### src/rtl/dds_tuning_writer.sv
// DDS voice-bank tuning bus writer: buffers voice commands in a small FIFO and replays
// each as a SETUP/HOLD strobed write. Define DDS_WRITER_GLIDE_EN to ramp tuning in steps.
module dds_tuning_writer #(
  parameter int TUNE_W     = 16,
  parameter int WAVE_W     = 3,
  parameter int NVOICE     = 3,
  parameter int FIFO_DEPTH = 4,
  parameter int HOLD_CYC   = 2,
  parameter int GLIDE_STEP = 64
) (
  input  logic              clk,
  input  logic              rst_n,
  input  logic              cmd_valid,
  output logic              cmd_ready,
  input  logic [1:0]        cmd_voice,
  input  logic [WAVE_W-1:0] cmd_wave,
  input  logic [TUNE_W-1:0] cmd_tune,
  output logic [TUNE_W-1:0] tune_out,
  output logic [1:0]        voice_sel,
  output logic [WAVE_W-1:0] wave_sel,
  output logic              load_strb,
  output logic              busy,
  output logic              cmd_err,
  output logic [1:0]        dbg_state
);

  // Handshake: a command transfers on any clk edge where cmd_valid and cmd_ready are both
  // high; cmd_ready depends only on FIFO occupancy, never on cmd_valid.
  localparam logic [1:0] S_IDLE  = 2'd0;
  localparam logic [1:0] S_SETUP = 2'd1;
  localparam logic [1:0] S_HOLD  = 2'd2;

  localparam int AW = (FIFO_DEPTH > 1) ? $clog2(FIFO_DEPTH) : 1;
  localparam int EW = 2 + WAVE_W + TUNE_W;
  localparam int HW = (HOLD_CYC > 1) ? $clog2(HOLD_CYC + 1) : 1;

  logic [EW-1:0]     fifo_mem [FIFO_DEPTH];
  logic [AW-1:0]     wr_ptr, rd_ptr;
  logic [AW:0]       count;
  logic              ready_en;
  logic [1:0]        state;
  logic [HW-1:0]     hold_cnt;

  logic              empty, full, accept, voice_ok, push, pop, start;
  logic [1:0]        head_voice, nxt_voice;
  logic [WAVE_W-1:0] head_wave, nxt_wave;
  logic [TUNE_W-1:0] head_tune, nxt_tune;

  assign empty     = (count == '0);
  assign full      = (count == (AW+1)'(FIFO_DEPTH));
  assign cmd_ready = ready_en & ~full;
  assign accept    = cmd_valid & cmd_ready;
  assign voice_ok  = (int'(cmd_voice) < NVOICE);
  assign push      = accept & voice_ok;
  assign {head_voice, head_wave, head_tune} = fifo_mem[rd_ptr];
  assign dbg_state = state;

`ifdef DDS_WRITER_GLIDE_EN
  logic [TUNE_W-1:0] cur_tune [4];
  logic [1:0]        tgt_voice;
  logic [WAVE_W-1:0] tgt_wave;
  logic [TUNE_W-1:0] tgt_tune;
  logic              ramp_pending;
  logic [TUNE_W-1:0] src_tune, cur, step;

  // An unfinished ramp takes priority over the FIFO head.
  always_comb begin
    step      = TUNE_W'(GLIDE_STEP);
    nxt_voice = ramp_pending ? tgt_voice : head_voice;
    nxt_wave  = ramp_pending ? tgt_wave  : head_wave;
    src_tune  = ramp_pending ? tgt_tune  : head_tune;
    cur       = cur_tune[nxt_voice];
    nxt_tune  = src_tune;
    if (src_tune > cur) begin
      if (src_tune - cur > step) nxt_tune = cur + step;
    end else if (src_tune < cur) begin
      if (cur - src_tune > step) nxt_tune = cur - step;
    end
    start = (state == S_IDLE) & (ramp_pending | ~empty);
    pop   = (state == S_IDLE) & ~ramp_pending & ~empty;
  end

  assign busy = (state != S_IDLE) | ~empty | ramp_pending;

  always_ff @(posedge clk) begin
    if (!rst_n) begin
      for (int i = 0; i < 4; i++) cur_tune[i] <= '0;
      tgt_voice    <= '0;
      tgt_wave     <= '0;
      tgt_tune     <= '0;
      ramp_pending <= 1'b0;
    end else begin
      if (pop) {tgt_voice, tgt_wave, tgt_tune} <= fifo_mem[rd_ptr];
      if (state == S_SETUP) begin
        cur_tune[voice_sel] <= tune_out;
        ramp_pending        <= (tune_out != tgt_tune);
      end
    end
  end
`else
  always_comb begin
    nxt_voice = head_voice;
    nxt_wave  = head_wave;
    nxt_tune  = head_tune;
    start     = (state == S_IDLE) & ~empty;
    pop       = start;
  end

  assign busy = (state != S_IDLE) | ~empty;
`endif

  // Storage is not reset; pointers and count define validity.
  always_ff @(posedge clk) begin
    if (push) fifo_mem[wr_ptr] <= {cmd_voice, cmd_wave, cmd_tune};
  end

  always_ff @(posedge clk) begin
    if (!rst_n) begin
      wr_ptr    <= '0;
      rd_ptr    <= '0;
      count     <= '0;
      ready_en  <= 1'b0;
      cmd_err   <= 1'b0;
      state     <= S_IDLE;
      hold_cnt  <= '0;
      tune_out  <= '0;
      voice_sel <= '0;
      wave_sel  <= '0;
      load_strb <= 1'b0;
    end else begin
      ready_en <= 1'b1;
      cmd_err  <= accept & ~voice_ok;
      if (push) wr_ptr <= wr_ptr + 1'b1;
      if (pop)  rd_ptr <= rd_ptr + 1'b1;
      case ({push, pop})
        2'b10:   count <= count + 1'b1;
        2'b01:   count <= count - 1'b1;
        default: count <= count;
      endcase
      case (state)
        S_IDLE: begin
          if (start) begin
            tune_out  <= nxt_tune;
            voice_sel <= nxt_voice;
            wave_sel  <= nxt_wave;
            state     <= S_SETUP;
          end
        end
        S_SETUP: begin
          load_strb <= 1'b1;
          hold_cnt  <= HW'(HOLD_CYC - 1);
          state     <= S_HOLD;
        end
        S_HOLD: begin
          if (hold_cnt == '0) begin
            load_strb <= 1'b0;
            state     <= S_IDLE;
          end else begin
            hold_cnt <= hold_cnt - 1'b1;
          end
        end
        default: state <= S_IDLE;
      endcase
    end
  end

endmodule

### config.mk
export PLATFORM = sky130hd
export DESIGN_NAME = dds_tuning_writer
export DESIGN_NICKNAME = d
export VERILOG_FILES = /design/src/rtl/dds_tuning_writer.sv
export SDC_FILE = /design/constraint.sdc
export NUM_CORES = 1
export LEC_CHECK = 0
export BUFFER_PORTS_ARGS = -buffer_cell sky130_fd_sc_hd__buf_2
export CAP_MARGIN = 25
export CORE_ASPECT_RATIO = 0.6
export CORE_MARGIN = 5
export CORE_UTILIZATION = 40
export CTS_BUF_LIST = sky130_fd_sc_hd__clkbuf_2
export DETAILED_ROUTE_END_ITERATION = 6
export GPL_TIMING_DRIVEN = 0
export PLACE_DENSITY_LB_ADDON = 0.12
export SYNTH_ARGS = -nofsm -noshare
export SYNTH_HDL_FRONTEND = slang
export SYNTH_SLANG_ARGS = --single-unit
### constraint.sdc
create_clock -name clk -period 2.8 [get_ports clk]
set_input_delay 0.28 -clock clk [delete_from_list [all_inputs] [get_ports clk]]
set_output_delay 0.28 -clock clk [all_outputs]
set_load 0.03 [all_outputs]
==> impl_metrics.tcl <==
set metrics [dict create \
    htree_levels 4 \
    synth_ff_type "edfxtp_1" \
    p_seq_share_pct 46.1 \
    rsz0062_at_grt "false" \
    syn_to_final_growth_pct 22.5 \
    fillCellCount 995 \
    avgSynthCellArea_sq_um 18.3 \
    worstPathMaxFanout 5 \
    ys_async_sr_fraction_pct 0 \
    synth.most_common_cell "edfxtp_1" \
    layout.nets 375 \
    clk_pin_slew_ns 0.18 \
    crit_path_cell_trace "nor3b_2 > nor3_1 > inv_1 > ha_1 > inv_1 > fa_1 > xor2_1 > or3_1 > a21oi_1" \
    routed_wl_mm 8.56 \
    drv_slew 0 \
    portBuffers 50 \
    path_common_cell "inv_1" \
    synthMuxAreaShare_pct 11.3 \
    grt_usage_pct 13.3 \
    synth_simple_gate_area_share_pct 4.60 \
    crit_slowest_cell "dfxtp_1" \
    drv_cap 0 \
    crit_required_ns 3.37 \
    initial_core_util_pct 40.4 \
    hp-start "cmd_tune[15]" \
    netlist_instances 247 \
    dp_hpwl_mm 5.66 \
    cts_inserted_buffers 17 \
    startpoint "count[2]" \
    synth_edf_count 84 \
    ys_top_cells_by_area "edfxtp_1 (56%), dfxtp_1 (16%), mux4_2 (8.5%)" \
    worst_pin_slew_ns 0.723 \
    synth_cell_types 40 \
    ys_ff_latch 119 \
    clock-skew-final_ns 0.0314 \
    fin_crit_ns 2.32 \
    netSwitchingPower_uw 1610 \
    seq_area_sq_um 3220 \
    layout-drive-gt1-share_pct 33.3 \
    pin_count 51 \
    cp-start-kind "register" \
    die_area_sq_um 13600 \
    sw_frac_of_total_pct 33.2 \
    max_stage_delay_ns 0.45 \
    die_y_microns 92.3 \
    rows 30 \
    end_kind "register" \
    grt_pass1_wl_mm 13.5 \
    clock_path_buffers 2 \
    leakage_uw 0.00203 \
    path_class "register to register" \
    synth_common_cells "edfxtp_1 (84), dfxtp_1 (35), a22o_1 (21), mux4_2 (17), inv_1 (11)" \
    r2r-start "count[2]" \
    hold_viol 0 \
    met1_length_mm 4.15 \
    drt-initial-drc-count 113 \
    fmaxAchievable_mhz 432 \
    fin_hold_ws_ns 0.379 \
    pwr-share-clk_pct 22.8 \
    worstSkewPairLatency_ns 0.64 \
    period_share_pct 82.7 \
    synth_compound_area_share_pct 7.01 \
    post-cts-setup-buffers 0 \
    grt_max_degree 17 \
    synth_top_family_by_area "multiplexers" \
    met3WireLength_microns 390 \
    critical_path.top_delay_family "simple AND/OR/NAND/NOR gates" \
    antenna_found_initial 0 \
    gp_congestion 0.704 \
    powerDensity_nw_per_um2 875 \
    relSlewSlack_pct 51.8 \
    wl_per_cell_microns 17.1 \
    synth_warnings 0 \
    drcViolationCount 0 \
    stdcell_area_sq_um 5530 \
    first_global_vias 2499 \
    intPower_uw 3240 \
    viasPerCell 4.93 \
    syn_nets 278 \
    multiInputGateArea_sq_um 1140 \
    drt_pass1_iterations 4 \
    ys_seq_area_share_pct 71.4 \
    cp.buffers_inverters 2 \
    fp.coreArea_sq_um 11200 \
    top_layer "met4" \
    cts_resized 0 \
    placedInstanceArea_sq_um 5050 \
    synthAdderAreaFrac_pct 2.11 \
    synth.top_cell.area_share_pct 55.9 \
    outcome "completed" \
    antenna_cells 0 \
    synth_top_area_cell "edfxtp_1" \
    cts_tree "yes" \
    die_w_microns 147 \
    finalSetupTns_ns 0 \
    pwr-share-comb_pct 31.1 \
    hold_class "primary input to register" \
    syn_area_sq_um 4510 \
    setup_viol 0 \
    clockRootBuffer "clkbuf_2" \
    ir_drop_uv 353 \
    routed-wl-met2_mm 3.94 \
    drtAntennaViolNets 0 \
    vias 2471 \
    synthXorXnorAreaFrac_pct 0.388 \
    crit_arrival_ns 2.89 \
    grt-ovfl-total 0 \
    clock_sinks 119 \
]
-- state kept, by name, summed over array words and instances (netlist names) --
name       count
voice_sel      2
wave_sel       3
dbg_state      2
hold_cnt       2
cmd_err        1
ready_en       1
tune_out      16
count          3
rd_ptr         2
wr_ptr         2
fifo_mem      84
load_strb      1
-- area by class of cell --
type,count,share of cell area (%)
flip-flops and latches,119,58.3
multi-input cells,105,20.7
repair buffers,78,10.9
well taps,144,3.26
clock inverters,11,2.38
clock buffers,21,1.90
plain buffers,11,1.83
inverters,12,0.814
-- layout by cell type, fill, tap and decap left out, drive strengths merged, types with 2 or more instances in the layout --
| master | instances |
|---|---|
| buf | 63 |
| nor3 | 4 |
| nor2 | 7 |
| a21oi | 8 |
| dlygate4sd3 | 24 |
| nor3b | 2 |
| inv | 12 |
| and2 | 4 |
| dfxtp | 35 |
| bufinv | 3 |
| a22o | 21 |
| o31ai | 3 |
| nand4 | 3 |
| o21ai | 7 |
| edfxtp | 84 |
| ha | 6 |
| xor2 | 2 |
| clkinv | 7 |
| nand2 | 2 |
| mux4 | 21 |
| mux2i | 2 |
| clkbuf | 23 |
-- metrics by stage --
step	util (%)	total power [uW]	worst slack (ns)	std cells
floorplan	-	3370	0.710	247
detailed placement	45.2	3790	0.510	445
CTS	49.5	4920	0.465	501
finish	49.5	4840	0.484	501
global placement	44.2	3760	0.223	441
global route	49.5	5140	0.314	501
-- per-layer routing --
layer	track usage [%]	vias up
li1	-	1184
met1	18.0	1229
met2	20.2	52
met3	4.99	6
met4	4.19	0
met5	0	-
-- path summary, 6_finish.rpt --
| path | to | slack, ns | cells past startpoint |
|---|---|---|---|
| worst max-delay path | count[2] | 0.48 | 9 |
| worst min-delay path | fifo_mem[1][15] | 0.38 | 2 |
| worst max register to register | count[2] | 0.48 | 9 |
| worst min register to register | tune_out[0] | 0.50 | 1 |
-- power by group through the flow --
stage | Sequential [uW] | Combinational [uW] | Clock (uW)
2_1_floorplan | 2520 | 853 | 0
3_3_place_gp | 2270 | 1480 | 0
3_5_place_dp | 2270 | 1520 | 0
4_1_cts | 2230 | 1540 | 1140
5_1_grt | 2260 | 1650 | 1230
6_report | 2230 | 1510 | 1100
-- cell families after synthesis --
family	Yosys count
flip-flops	119
AO/OA/AOI/OAI	42
AND/OR/NAND/NOR	31
buffers and inverters	23
multiplexers	23
adder cells (fa/ha/maj)	7
XOR/XNOR	2
-- what timing repair did --
item                                    in CTS  in global routing
endpoints found under the hold margin       89                  0
endpoints found under the setup margin       0                  0
hold buffers                                24                  0
No activity file was read; power rests on OpenSTA's default activity.
